File: src/rtl/muldiv_unit_if.sv
// Request and register-file write-back bundle between decode and the RV32M multiply/divide unit.
interface muldiv_unit_if #(
   parameter int XLEN = 32
);
   logic            req_valid;
   logic            req_ready;
   logic [2:0]      req_funct3;
   logic [4:0]      req_rd;
   logic [XLEN-1:0] req_a;
   logic [XLEN-1:0] req_b;
   logic            kill;
   logic            busy;
   logic            wb_enb;
   logic [4:0]      wb_rd;
   logic [XLEN-1:0] wb_data;

   modport master (
      output req_valid, req_funct3, req_rd, req_a, req_b, kill,
      input  req_ready, busy, wb_enb, wb_rd, wb_data
   );

   modport slave (
      input  req_valid, req_funct3, req_rd, req_a, req_b, kill,
      output req_ready, busy, wb_enb, wb_rd, wb_data
   );
endinterface

File: src/rtl/muldiv_unit.sv
// Iterative RV32M multiply/divide: 32 shift-add or restoring-divide steps on operand
// magnitudes, sign fix-up in DONE, fixed latency for every operation.
module muldiv_unit #(
   parameter int XLEN = 32
) (
   input  logic         clk,
   input  logic         reset,
   muldiv_unit_if.slave bus
);
   typedef enum logic [1:0] {IDLE, BUSY, DONE} state_t;

   state_t          state_reg, state_next;
   logic [4:0]      count_reg;
   logic [2:0]      funct3_reg;
   logic [4:0]      rd_reg;
   logic [XLEN-1:0] hi_reg, lo_reg, opnd_reg;
   logic            neg_reg;
   logic [4:0]      wb_rd_reg;
   logic [XLEN-1:0] wb_data_reg;

   logic            is_div, a_signed, b_signed, a_neg, b_neg, b_zero, neg_in;
   logic [XLEN-1:0] a_mag, b_mag;

   // Operand decode at acceptance: magnitudes plus the single sign flip the result will need.
   always_comb begin
      is_div   = bus.req_funct3[2];
      a_signed = is_div ? ~bus.req_funct3[0] : (bus.req_funct3[1:0] != 2'b11);
      b_signed = is_div ? ~bus.req_funct3[0] : ~bus.req_funct3[1];
      a_neg    = a_signed & bus.req_a[XLEN-1];
      b_neg    = b_signed & bus.req_b[XLEN-1];
      a_mag    = a_neg ? -bus.req_a : bus.req_a;
      b_mag    = b_neg ? -bus.req_b : bus.req_b;
      b_zero   = (bus.req_b == '0);
      if (!is_div)
         neg_in = a_neg ^ b_neg;
      else if (!bus.req_funct3[1])
         neg_in = (a_neg ^ b_neg) & ~b_zero;
      else
         neg_in = a_neg;
   end

   logic [XLEN:0]   mul_sum, rem_sh, rem_diff;
   logic            rem_ge;
   logic [XLEN-1:0] hi_next, lo_next;

   // One iteration: hi/lo hold the product halves, or remainder/quotient when dividing.
   always_comb begin
      mul_sum  = {1'b0, hi_reg} + (lo_reg[0] ? {1'b0, opnd_reg} : '0);
      rem_sh   = {hi_reg, lo_reg[XLEN-1]};
      rem_diff = rem_sh - {1'b0, opnd_reg};
      // A set top bit means the shifted remainder already exceeds any 32-bit divisor.
      rem_ge   = rem_sh[XLEN] | ~rem_diff[XLEN];
      if (funct3_reg[2]) begin
         hi_next = rem_ge ? rem_diff[XLEN-1:0] : rem_sh[XLEN-1:0];
         lo_next = {lo_reg[XLEN-2:0], rem_ge};
      end else begin
         hi_next = mul_sum[XLEN:1];
         lo_next = {mul_sum[0], lo_reg[XLEN-1:1]};
      end
   end

   logic [2*XLEN-1:0] prod_fix;
   logic [XLEN-1:0]   quo_fix, rem_fix, result;

   always_comb begin
      prod_fix = neg_reg ? -{hi_reg, lo_reg} : {hi_reg, lo_reg};
      quo_fix  = neg_reg ? -lo_reg : lo_reg;
      rem_fix  = neg_reg ? -hi_reg : hi_reg;
      case (funct3_reg)
         3'd0:             result = prod_fix[XLEN-1:0];
         3'd1, 3'd2, 3'd3: result = prod_fix[2*XLEN-1:XLEN];
         3'd4, 3'd5:       result = quo_fix;
         default:          result = rem_fix;
      endcase
   end

   always_ff @(posedge clk or posedge reset) begin
      if (reset)
         state_reg <= IDLE;
      else
         state_reg <= state_next;
   end

   always_comb begin
      state_next = state_reg;
      case (state_reg)
         IDLE: if (bus.req_valid && !bus.kill) state_next = BUSY;
         BUSY: begin
            if (bus.kill)
               state_next = IDLE;
            else if (count_reg == 5'd31)
               state_next = DONE;
         end
         DONE:    state_next = IDLE;
         default: state_next = IDLE;
      endcase
   end

   always_comb begin
      bus.req_ready = (state_reg == IDLE) && !reset;
      bus.busy      = (state_reg != IDLE);
      bus.wb_enb    = (state_reg == DONE) && !bus.kill && (rd_reg != 5'd0);
      bus.wb_rd     = (state_reg == DONE) ? rd_reg : wb_rd_reg;
      bus.wb_data   = (state_reg == DONE) ? result : wb_data_reg;
   end

   always_ff @(posedge clk or posedge reset) begin
      if (reset) begin
         count_reg   <= '0;
         funct3_reg  <= '0;
         rd_reg      <= '0;
         hi_reg      <= '0;
         lo_reg      <= '0;
         opnd_reg    <= '0;
         neg_reg     <= 1'b0;
         wb_rd_reg   <= '0;
         wb_data_reg <= '0;
      end else begin
         case (state_reg)
            IDLE: begin
               if (bus.req_valid && !bus.kill) begin
                  count_reg  <= '0;
                  funct3_reg <= bus.req_funct3;
                  rd_reg     <= bus.req_rd;
                  neg_reg    <= neg_in;
                  hi_reg     <= '0;
                  lo_reg     <= is_div ? a_mag : b_mag;
                  opnd_reg   <= is_div ? b_mag : a_mag;
               end
            end
            BUSY: begin
               hi_reg    <= hi_next;
               lo_reg    <= lo_next;
               count_reg <= count_reg + 5'd1;
            end
            DONE: begin
               wb_rd_reg   <= rd_reg;
               wb_data_reg <= result;
            end
            default: ;
         endcase
      end
   end
endmodule

File: src/flat_wrapper.sv
// flat-port wrapper written by rule: the top's interface ports become plain ports
module muldiv_unit_flat 
#(
   parameter int XLEN = 32
)
  (clk, reset, bus_req_valid, bus_req_funct3, bus_req_rd, bus_req_a, bus_req_b, bus_kill, bus_req_ready, bus_busy, bus_wb_enb, bus_wb_rd, bus_wb_data);
  muldiv_unit_if #(.XLEN(XLEN)) bus_i ();
  input  logic clk;
  input  logic reset;
  input wire logic [$bits(bus_i.req_valid)-1:0] bus_req_valid;
  input wire logic [$bits(bus_i.req_funct3)-1:0] bus_req_funct3;
  input wire logic [$bits(bus_i.req_rd)-1:0] bus_req_rd;
  input wire logic [$bits(bus_i.req_a)-1:0] bus_req_a;
  input wire logic [$bits(bus_i.req_b)-1:0] bus_req_b;
  input wire logic [$bits(bus_i.kill)-1:0] bus_kill;
  output wire logic [$bits(bus_i.req_ready)-1:0] bus_req_ready;
  output wire logic [$bits(bus_i.busy)-1:0] bus_busy;
  output wire logic [$bits(bus_i.wb_enb)-1:0] bus_wb_enb;
  output wire logic [$bits(bus_i.wb_rd)-1:0] bus_wb_rd;
  output wire logic [$bits(bus_i.wb_data)-1:0] bus_wb_data;
  assign bus_i.req_valid = bus_req_valid;
  assign bus_i.req_funct3 = bus_req_funct3;
  assign bus_i.req_rd = bus_req_rd;
  assign bus_i.req_a = bus_req_a;
  assign bus_i.req_b = bus_req_b;
  assign bus_i.kill = bus_kill;
  assign bus_req_ready = bus_i.req_ready;
  assign bus_busy = bus_i.busy;
  assign bus_wb_enb = bus_i.wb_enb;
  assign bus_wb_rd = bus_i.wb_rd;
  assign bus_wb_data = bus_i.wb_data;
  muldiv_unit #(.XLEN(XLEN)) u_core (.clk(clk), .reset(reset), .bus(bus_i));
endmodule
File: config.mk
export PLATFORM = sky130hd
export DESIGN_NAME = muldiv_unit_flat
export DESIGN_NICKNAME = d
export VERILOG_FILES = /design/src/rtl/muldiv_unit_if.sv /design/src/rtl/muldiv_unit.sv /design/src/flat_wrapper.sv
export SDC_FILE = /design/constraint.sdc
export NUM_CORES = 1
export LEC_CHECK = 0
export BUFFER_PORTS_ARGS = -buffer_cell sky130_fd_sc_hd__clkbuf_2
export CAP_MARGIN = 20
export CORE_ASPECT_RATIO = 0.6
export CORE_UTILIZATION = 40
export DETAILED_ROUTE_END_ITERATION = 8
export HOLD_SLACK_MARGIN = 0.02
export PLACE_DENSITY = 0.65
export SETUP_SLACK_MARGIN = 0.2
export SKIP_LAST_GASP = 1
export SLEW_MARGIN = 25
export SYNTH_ARGS = -nofsm -noshare
export SYNTH_HDL_FRONTEND = slang
export SYNTH_SLANG_ARGS = --single-unit
File: constraint.sdc
create_clock -name clk -period 9.7 [get_ports clk]
set_clock_uncertainty 0.05 [all_clocks]
set_input_delay 0.485 -clock clk [delete_from_list [all_inputs] [get_ports clk]]
set_output_delay 0.485 -clock clk [all_outputs]
set_load 0.01 [all_outputs]
; ---- Yosys cells after proc, flatten, opt, wreduce, memory -nomap -nowiden
; Index checks and enable logic that the tools add are counted.
[totals]
n_memories = 0
reg_bits = 149
output_inout_bits = 40
elab_cells = 83
latch_bits = 0
mem_bits_ro = 0
input_bits = 76
ram_bits = 0
[op_classes]
div = 0
shift = 0
add_sub_neg = 8
n_reduce_logical = 17
bitwise = 9
mux = 28
n_lt_le_gt_ge = 0
n_mul = 0
eq_ne = 11
[ops]
columns = cell, n
row1 = $mux W32, 13
row2 = $neg A32 Y32, 4
row3 = $pmux W32 S2, 2
row4 = $pmux W32 S3, 1
row5 = $mux W64, 1
row6 = $neg A64 Y64, 1
row7 = $add A32 B33 Y33, 1
row8 = $sub A33 B32 Y33, 1
row9 = $logic_not A32 Y1, 1
row10 = $mux W5, 2
row11 = $pmux W5 S2, 1
row12 = $eq A3 B2 Y1 const B, 2
row13 = $eq A3 B3 Y1 const B, 2
row14 = $mux W2, 3
row15 = $reduce_and A2 Y1, 3
row16 = $add A5 B1 Y5 const B, 1
row17 = $eq A5 B5 Y1 const B, 1
row18 = $reduce_bool A5 Y1, 1
row19 = $logic_and A1 B1 Y1, 4
row20 = $mux W1, 4
row21 = $not A1 Y1, 4
row22 = $pmux W2 S2, 1
row23 = $reduce_bool A2 Y1, 2
row24 = $and A1 B1 Y1, 3
row25 = 13 further kinds, 14

; ---- Longest topological paths before layout
; Gate-level depths: netlist (run 1).
[logic_depth]
ltp_word = 7
depth_mapped = 16
mapped_depth_nobuf = 14

; ---- Worst setup path before layout (run 1)
; Ideal clock, no wire load.
[synth_timing]
kind = reg2out
startpoint = register u_core.hi_reg[6]
endpoint = output bus_wb_data[31]
required_ns = 9.165
path_slack_ns = 6.008
n_path_buf = 1
path_stages_with_launch = 12
arrival_time_ns = 3.157
path_cell_list = dfrtp_1 > buf_6 > or4_4 > nor2_4 > nand3_2 > or3_4 > or3_4 > or4_4 > o31ai_4 > xnor2_1 > a221oi_1 > o21ai_1
[synth_between]
elab_chain_cells = 4
elab_cells_between_ends = 6
classes_between = 2 x add/sub / 4 x mux
[synth_rtl]
columns = element, line
row1 = from (decl), muldiv_unit.sv:16  ; logic [XLEN-1:0] hi_reg, lo_reg, opnd_reg;
row2 = from (signal assigned), muldiv_unit.sv:132  ; hi_reg <= hi_next;
row3 = $neg A64 Y64 or $neg A32 Y32 (tied branches), "muldiv_unit.sv:66, muldiv_unit.sv:68"
row4 = $mux W64 or $mux W32 (tied branches), "muldiv_unit.sv:66, muldiv_unit.sv:68"
row5 = $pmux W32 S3 (*), muldiv_unit.sv:69  ; case (funct3_reg)
row6 = $mux W32 (*), muldiv_unit.sv:104  ; bus.wb_data = (state_reg == DONE) ? result : wb_data_reg;
row7 = to (decl), flat_wrapper.sv:20  ; output wire logic [$bits(bus_i.wb_data)-1:0] bus_wb_data;
; Every way passes the cells marked *; elsewhere a longest branch is shown, timed or not.

; ---- Final worst setup path (run 1)
[layout_timing]
startpoint = register u_core.lo_reg[10]
endpoint = output bus_wb_data[26]
[layout_between]
elab_chain_cells = 4
elab_cells_between_ends = 6
classes_between = 2 x add/sub / 4 x mux
[layout_rtl]
columns = element, line
row1 = from (decl), muldiv_unit.sv:16
row2 = from (signal assigned), muldiv_unit.sv:127  ; lo_reg <= is_div ? a_mag : b_mag;
row3 = from (signal assigned), muldiv_unit.sv:133  ; lo_reg <= lo_next;
row4 = $neg A64 Y64 or $neg A32 Y32 (tied branches), "muldiv_unit.sv:66, muldiv_unit.sv:67"
row5 = $mux W64 or $mux W32 (tied branches), "muldiv_unit.sv:66, muldiv_unit.sv:67"
row6 = $pmux W32 S3 (*), muldiv_unit.sv:69
row7 = $mux W32 (*), muldiv_unit.sv:104
; Marks and branches as above.

==> flow_summary.ini, run 1 <==
[global_routing]
grt_antenna_before_repair = 1
grt_pass1_wl_mm = 79.2
track_usage_pct = 28.3
grt_pass1_vias = 13400
grt.overflow.total = 0
grt_max_degree = 109

[sta]
period_minus_slack_ns = 4.87
setup_viol = 0
worst_slew_pin_slew_ns = 1.01
max-slew-margin-rel_pct = 31.0
hold_violations = 0
slew_violations = 0
fin_crit_sh_pct = 50.2
worst_slack_ns = 4.83
setup_tns_ns = 0
clock.fmax_mhz = 205
rsz0062_at_grt = false
whs_ns = 0.138

[drt]
drtPass1Iterations = 6
vias_per_cell = 6.14
wl_mm = 51.5
vias = 14600
wl_per_cell_um = 21.6
drtIter0Drc = 1730
antenna_left = 0
drc_errors = 0

[synthesis]
ys_warn_count = 0
synth_area_um2 = 14200
synthXorXnorAreaFrac_pct = 10.8
seq_area_frac_synth_pct = 26.2
synthDistinctLibCells = 77
synthSimpleGateAreaFrac_pct = 19.7
synth_compound_area_share_pct = 27.9
synthAdderAreaFrac_pct = 6.43
synth_top_family_by_area = compound AO/OA/AOI/OAI gates
synth_async_sr_flop_share_pct = 100
avgSynthCellArea_um2 = 7.59
synthFlopType = dfrtp_1
synthMuxAreaShare_pct = 3.67
synth-seq-cells = 149
synth_edf_count = 0
synth_cells = 1876
syn_nets = 2024

[clock_tree]
insertion_delay_ns = 0.46
htree_levels = 4
cts_sinks = 149
numCtsBuffers = 17
cts_resized = 0
cts_tree = yes
post-cts-setup-buffers = 0
cts_hold_buf = 0
root_buffer = clkbuf_16
path_clk_slew_ns = 0.07
clockBufferDepth = 2

[floorplanning]
ioPinCount = 116
dieArea_um2 = 36400
initial_utilization_pct = 40.7
die_x_um = 246
rows = 53
core_area_um2 = 35000
die_y_um = 148

[placed_design]
gp_congestion = 0.988
place_inst = 2347
dp_hpwl_mm = 39.1
dp_slack_ns = 5.32
placed_area_um2 = 15100
port_buffers = 115

[worst_setup_path]
required_ns = 9.17
endpoint_kind = primary output
cp.arrival_ns = 4.34
reg2reg_from = u_core.lo_reg[31]
reg2reg_setup_slack_ns = 5.10
startpoint_type = register
crit_type = reg -> out
rr_worst_depth = 13
critPathMaxFanout = 6
r2r-end = u_core.hi_reg[5]

[power_and_ir_drop]
comb_power_share_pct = 57.8
clkPwrFrac_pct = 17.5
seqPwrFrac_pct = 24.6
p_int_mw = 2.38
powerDensity_nw_per_um2 = 297
p_leak_nw = 6.67
power_mw = 4.69
p_sw_mw = 2.32
swShare_pct = 49.4
peakVddDrop_mv = 0.162

[cells_and_area]
final_cells = 2379
syn2layout_area_growth_pct = 10.9
final_core_util_pct = 45.1
diodes = 0
final_layout_size_suffix_gt1_share_pct = 10.8
fillerInstances = 3532
fin_nets = 2047
final_area_um2 = 15800

[run_status]
outcome = complete, no violations

[run]
cap_violations = 0

[hold_path]
hold_class = in -> async
-- worst max-delay path: stages (launching register included) --
cell      delay [ns]
dfrtp_1         0.45
or4_4           0.58
or4_4           0.47
nor4_2          0.49
and3_1          0.34
nand2_1         0.15
o21ai_1         0.26
nand2_1         0.10
xor2_1          0.16
a222oi_1        0.46
o21ai_0         0.21
clkbuf_2        0.20
-- area by class of cell --
class                      count  area, um2  area share, %
sequential                   149       3730           23.6
tap                          467        584           3.70
clock buffer                  19        453           2.87
clock inverter                13        263           1.66
inverter                      64        245           1.55
multi-input combinational   1531       9790           62.0
timing repair buffer         136        733           4.64
-- metal layers --
layer  up-vias  GRT usage, %  share of wire [%]
li1       6851             -                  -
met1      6997          43.2                 48
met2       715          38.1                 39
met3        49          7.98                 11
met4         0          7.30                1.7
met5         -             0                  0
-- placed cells by master, fill, tap and decap left out, types with 14 or more instances in the layout --
cell         n
buf_4       21
dfrtp_1    147
a21oi_1    151
clkbuf_2   114
mux2i_1     41
a31oi_1     26
a21o_1      22
o211ai_1    32
nor2_1     168
xnor2_1    101
nor3_1      38
inv_1       63
nor4_1      14
a211oi_1    57
o21ai_0    186
o31ai_1     31
xor2_1      74
o41ai_1     17
nand3_1     34
nand2_1    219
ha_1        70
clkbuf_16   17
or3_1       22
-- Yosys cell counts, drive strengths merged, types with 10 or more instances --
cell type	n	area, um2
xor2	74	648
nand4	14	93.8
o211ai	32	240
or3	25	171
a21oi	152	761
o21a	11	82.6
ha	70	876
o21bai	12	90.1
mux2	10	113
nor2b	10	62.6
or4	14	120
nor4	16	113
a211oi	57	428
a21o	22	165
nor3	39	200
clkbuf	122	459
nand2	219	822
and2	14	87.6
nand2b	14	87.6
mux2i	41	410
nand3	35	180
nor2	169	642
dfrtp	149	3730
o41ai	17	149
a31oi	26	163
buf	10	57.6
o21ai	188	941
xnor2	101	885
inv	64	240
o31ai	32	254
o221ai	12	105
and3	13	81.3
-- power groups by stage --
stage | sequential (mW) | clock (mW) | combinational [mW]
detailed placement | 1.14 | 0 | 2.63
CTS | 1.13 | 0.829 | 2.65
finish | 1.16 | 0.822 | 2.71
floorplan | 0.935 | 0 | 2.06
global placement | 1.13 | 0 | 2.61
global route | 1.17 | 0.851 | 2.96
-- kinds of logic (layout without fill, tap and decap cells) --
group                    Yosys count  count (layout)
AO/OA/AOI/OAI                    631             631
AND/OR/NAND/NOR                  602             602
buffers and inverters            196             232
XOR/XNOR                         175             175
flip-flops                       149             149
adder cells (fa/ha/maj)           72              72
multiplexers                      51              51
-- worst max path at each step --
| stage | slack (ns) | to | depth (start not counted) | startpoint |
|---|---|---|---|---|
| final | 4.83 | bus_wb_data[26] | 11 | u_core.lo_reg[10] |
| after global routing | 4.52 | bus_wb_data[26] | 13 | u_core.lo_reg[0] |
| after CTS | 4.84 | bus_wb_data[26] | 11 | u_core.lo_reg[10] |
| after detailed placement | 5.32 | u_core.hi_reg[28] | 13 | u_core.lo_reg[0] |
| after global placement | 5.37 | bus_wb_data[26] | 11 | u_core.lo_reg[10] |
| after floorplan | 5.16 | u_core.count_reg[0] | 1 | reset |
No activity file was read; power rests on OpenSTA's default activity.
==> run 2: changes to the inputs <==
==> constraint.sdc (replaced) <==
create_clock -name clk -period 4.5 [get_ports clk]
set_clock_uncertainty 0.05 [all_clocks]
set_input_delay 0.225 -clock clk [delete_from_list [all_inputs] [get_ports clk]]
set_output_delay 0.225 -clock clk [all_outputs]
set_load 0.01 [all_outputs]
==> flow_summary.ini, run 2 (synthesis results as in run 1) <==
[hold_path]
holdCritStartpoint = bus_kill
hold_class = in -> reg
whs_path_depth = 2
hold_end = u_core.state_reg[1]

[worst_setup_path]
cp.arrival_ns = 3.93
cp_slowest_cell = or4_4
critPathMaxFanout = 4
path_cells = buf_6 -> or4_4 -> nor2_4 -> nand3_2 -> or3_4 -> or3_4 -> or4_4 -> o31ai_4 -> xnor2_1 -> a221oi_1 -> o21ai_1 -> buf_2
path_delay_family = simple AND/OR/NAND/NOR gates
r2r-end = u_core.hi_reg[31]
slowest_delay_ns = 0.56
startpoint_type = register
reg2reg_from = u_core.lo_reg[0]
crit_buf_inv = 2
endpoint_kind = primary output
required_ns = 4.22
startpoint = u_core.hi_reg[8]
rr_worst_depth = 14
reg2reg_setup_slack_ns = 0.38
crit_type = reg -> out

[clock_tree]
numCtsBuffers = 17
htree_levels = 4
cts_tree = yes
cts_sinks = 149
clockBufferDepth = 2
path_clk_slew_ns = 0.07
root_buffer = clkbuf_16
insertion_delay_ns = 0.47

[cells_and_area]
final_layout_size_suffix_gt1_share_pct = 13.6
fin_nets = 2097
final_common_cell = nand2_1
layout_common_cells = nand2_1, o21ai_0, nor2_1, a21oi_1, dfrtp_1
final_area_um2 = 16200
syn2layout_area_growth_pct = 13.6
diodes = 0

[drt]
antenna_left = 0
wl_per_cell_um = 21.7
vias = 15000
drc_errors = 0
drtIter0Drc = 1944
vias_per_cell = 6.17
drtPass1Iterations = 5
wl_mm = 52.7

[power_and_ir_drop]
p_leak_nw = 6.89
peakVddDrop_mv = 0.376
powerDensity_nw_per_um2 = 626

[sta]
setup_viol = 0
fin_crit_sh_pct = 93.5
slew_violations = 0
hold_violations = 0
period_minus_slack_ns = 4.21
clock.fmax_mhz = 238
worst_slew_pin_slew_ns = 1.15
max-slew-margin-rel_pct = 22.6
rsz0062_at_grt = true
setup_tns_ns = 0

[floorplanning]
die_x_um = 246
rows = 53
core_area_um2 = 35000
dieArea_um2 = 36400
initial_utilization_pct = 40.7
ioPinCount = 116
die_y_um = 148

[placed_design]
gp_congestion = 1.00
port_buffers = 115
dp_hpwl_mm = 40.4
placed_area_um2 = 15300

[global_routing]
track_usage_pct = 29.0
grt_pass1_wl_mm = 80.9
grt_antenna_before_repair = 1
grt.overflow.total = 0
grt_pass1_vias = 13400
grt_max_degree = 105

[run]
cap_violations = 0

[run_status]
outcome = complete, no violations
==> run 2: power by group <==
part	leakage [nW]	internal (mW)	switching [mW]	total [mW]
registers	1.86	1.70	0.733	2.43
clock network	0.285	0.830	0.677	1.51
logic	4.74	2.47	3.73	6.21
==> run 2: per-stage QoR <==
step / util [%] / power (mW) / instances / hold slack [ns] / worst slack [ns]
floorplan: - / 6.45 / 1876 / 0.245 / 0.217
global placement: 43.8 / 8.25 / 2380 / 0.383 / 0.543
detailed placement: 43.8 / 8.31 / 2380 / 0.378 / 0.377
CTS: 45.8 / 9.86 / 2421 / 0.0222 / 0.206
global route: 46.2 / 10.7 / 2429 / 0.0439 / 0.157
finish: 46.2 / 10.1 / 2429 / 0.0398 / 0.290
==> run 2: final cells by class <==
type | instances | area (um2)
fillers | 3501 | 18800
multi-input cells | 1531 | 9860
flip-flops and latches | 149 | 3740
repair buffers | 186 | 1160
well taps | 467 | 584
clock buffers | 17 | 425
inverters | 64 | 248
clock inverters | 15 | 168
==> run 2: repair_timing <==
| action | in CTS | in global routing |
|---|---|---|
| setup endpoints to repair | 2 | 46 |
| pin swaps | 2 | 11 |
| resized for setup | 3 | 29 |
| buffers inserted | 1 | 8 |
| hold buffers | 8 | 0 |
| endpoints found under the hold margin | 102 | 0 |
==> run 2: routing by layer <==
metal | track usage [%] | vias to the layer above | share of wire, %
li1 | - | 6957 | -
met1 | 45.5 | 7170 | 48
met2 | 38.4 | 787 | 38
met3 | 7.34 | 67 | 12
met4 | 7.11 | 0 | 1.8
met5 | 0 | - | 0
==> run 2: worst register-to-register path, cell delays in order (launching register included) <==
cell,delay [ns]
dfrtp_2,0.48
and2_1,0.19
ha_1,0.22
inv_1,0.07
fa_1,0.41
nor2b_1,0.23
o211ai_1,0.24
a211o_1,0.35
o211ai_1,0.33
a41oi_1,0.26
o211ai_1,0.33
o211ai_1,0.27
o211ai_1,0.25
a21boi_0,0.11
a211oi_1,0.24
==> run 2: worst max path at each step <==
| stage | end | slack (ns) | cells past startpoint |
|---|---|---|---|
| CTS | bus_wb_data[26] | 0.21 | 14 |
| global placement | u_core.hi_reg[8] | 0.54 | 12 |
| floorplan | u_core.count_reg[0] | 0.22 | 1 |
| detailed placement | u_core.hi_reg[19] | 0.38 | 12 |
| finish | bus_wb_data[31] | 0.29 | 12 |
| global route | u_core.hi_reg[28] | 0.16 | 15 |
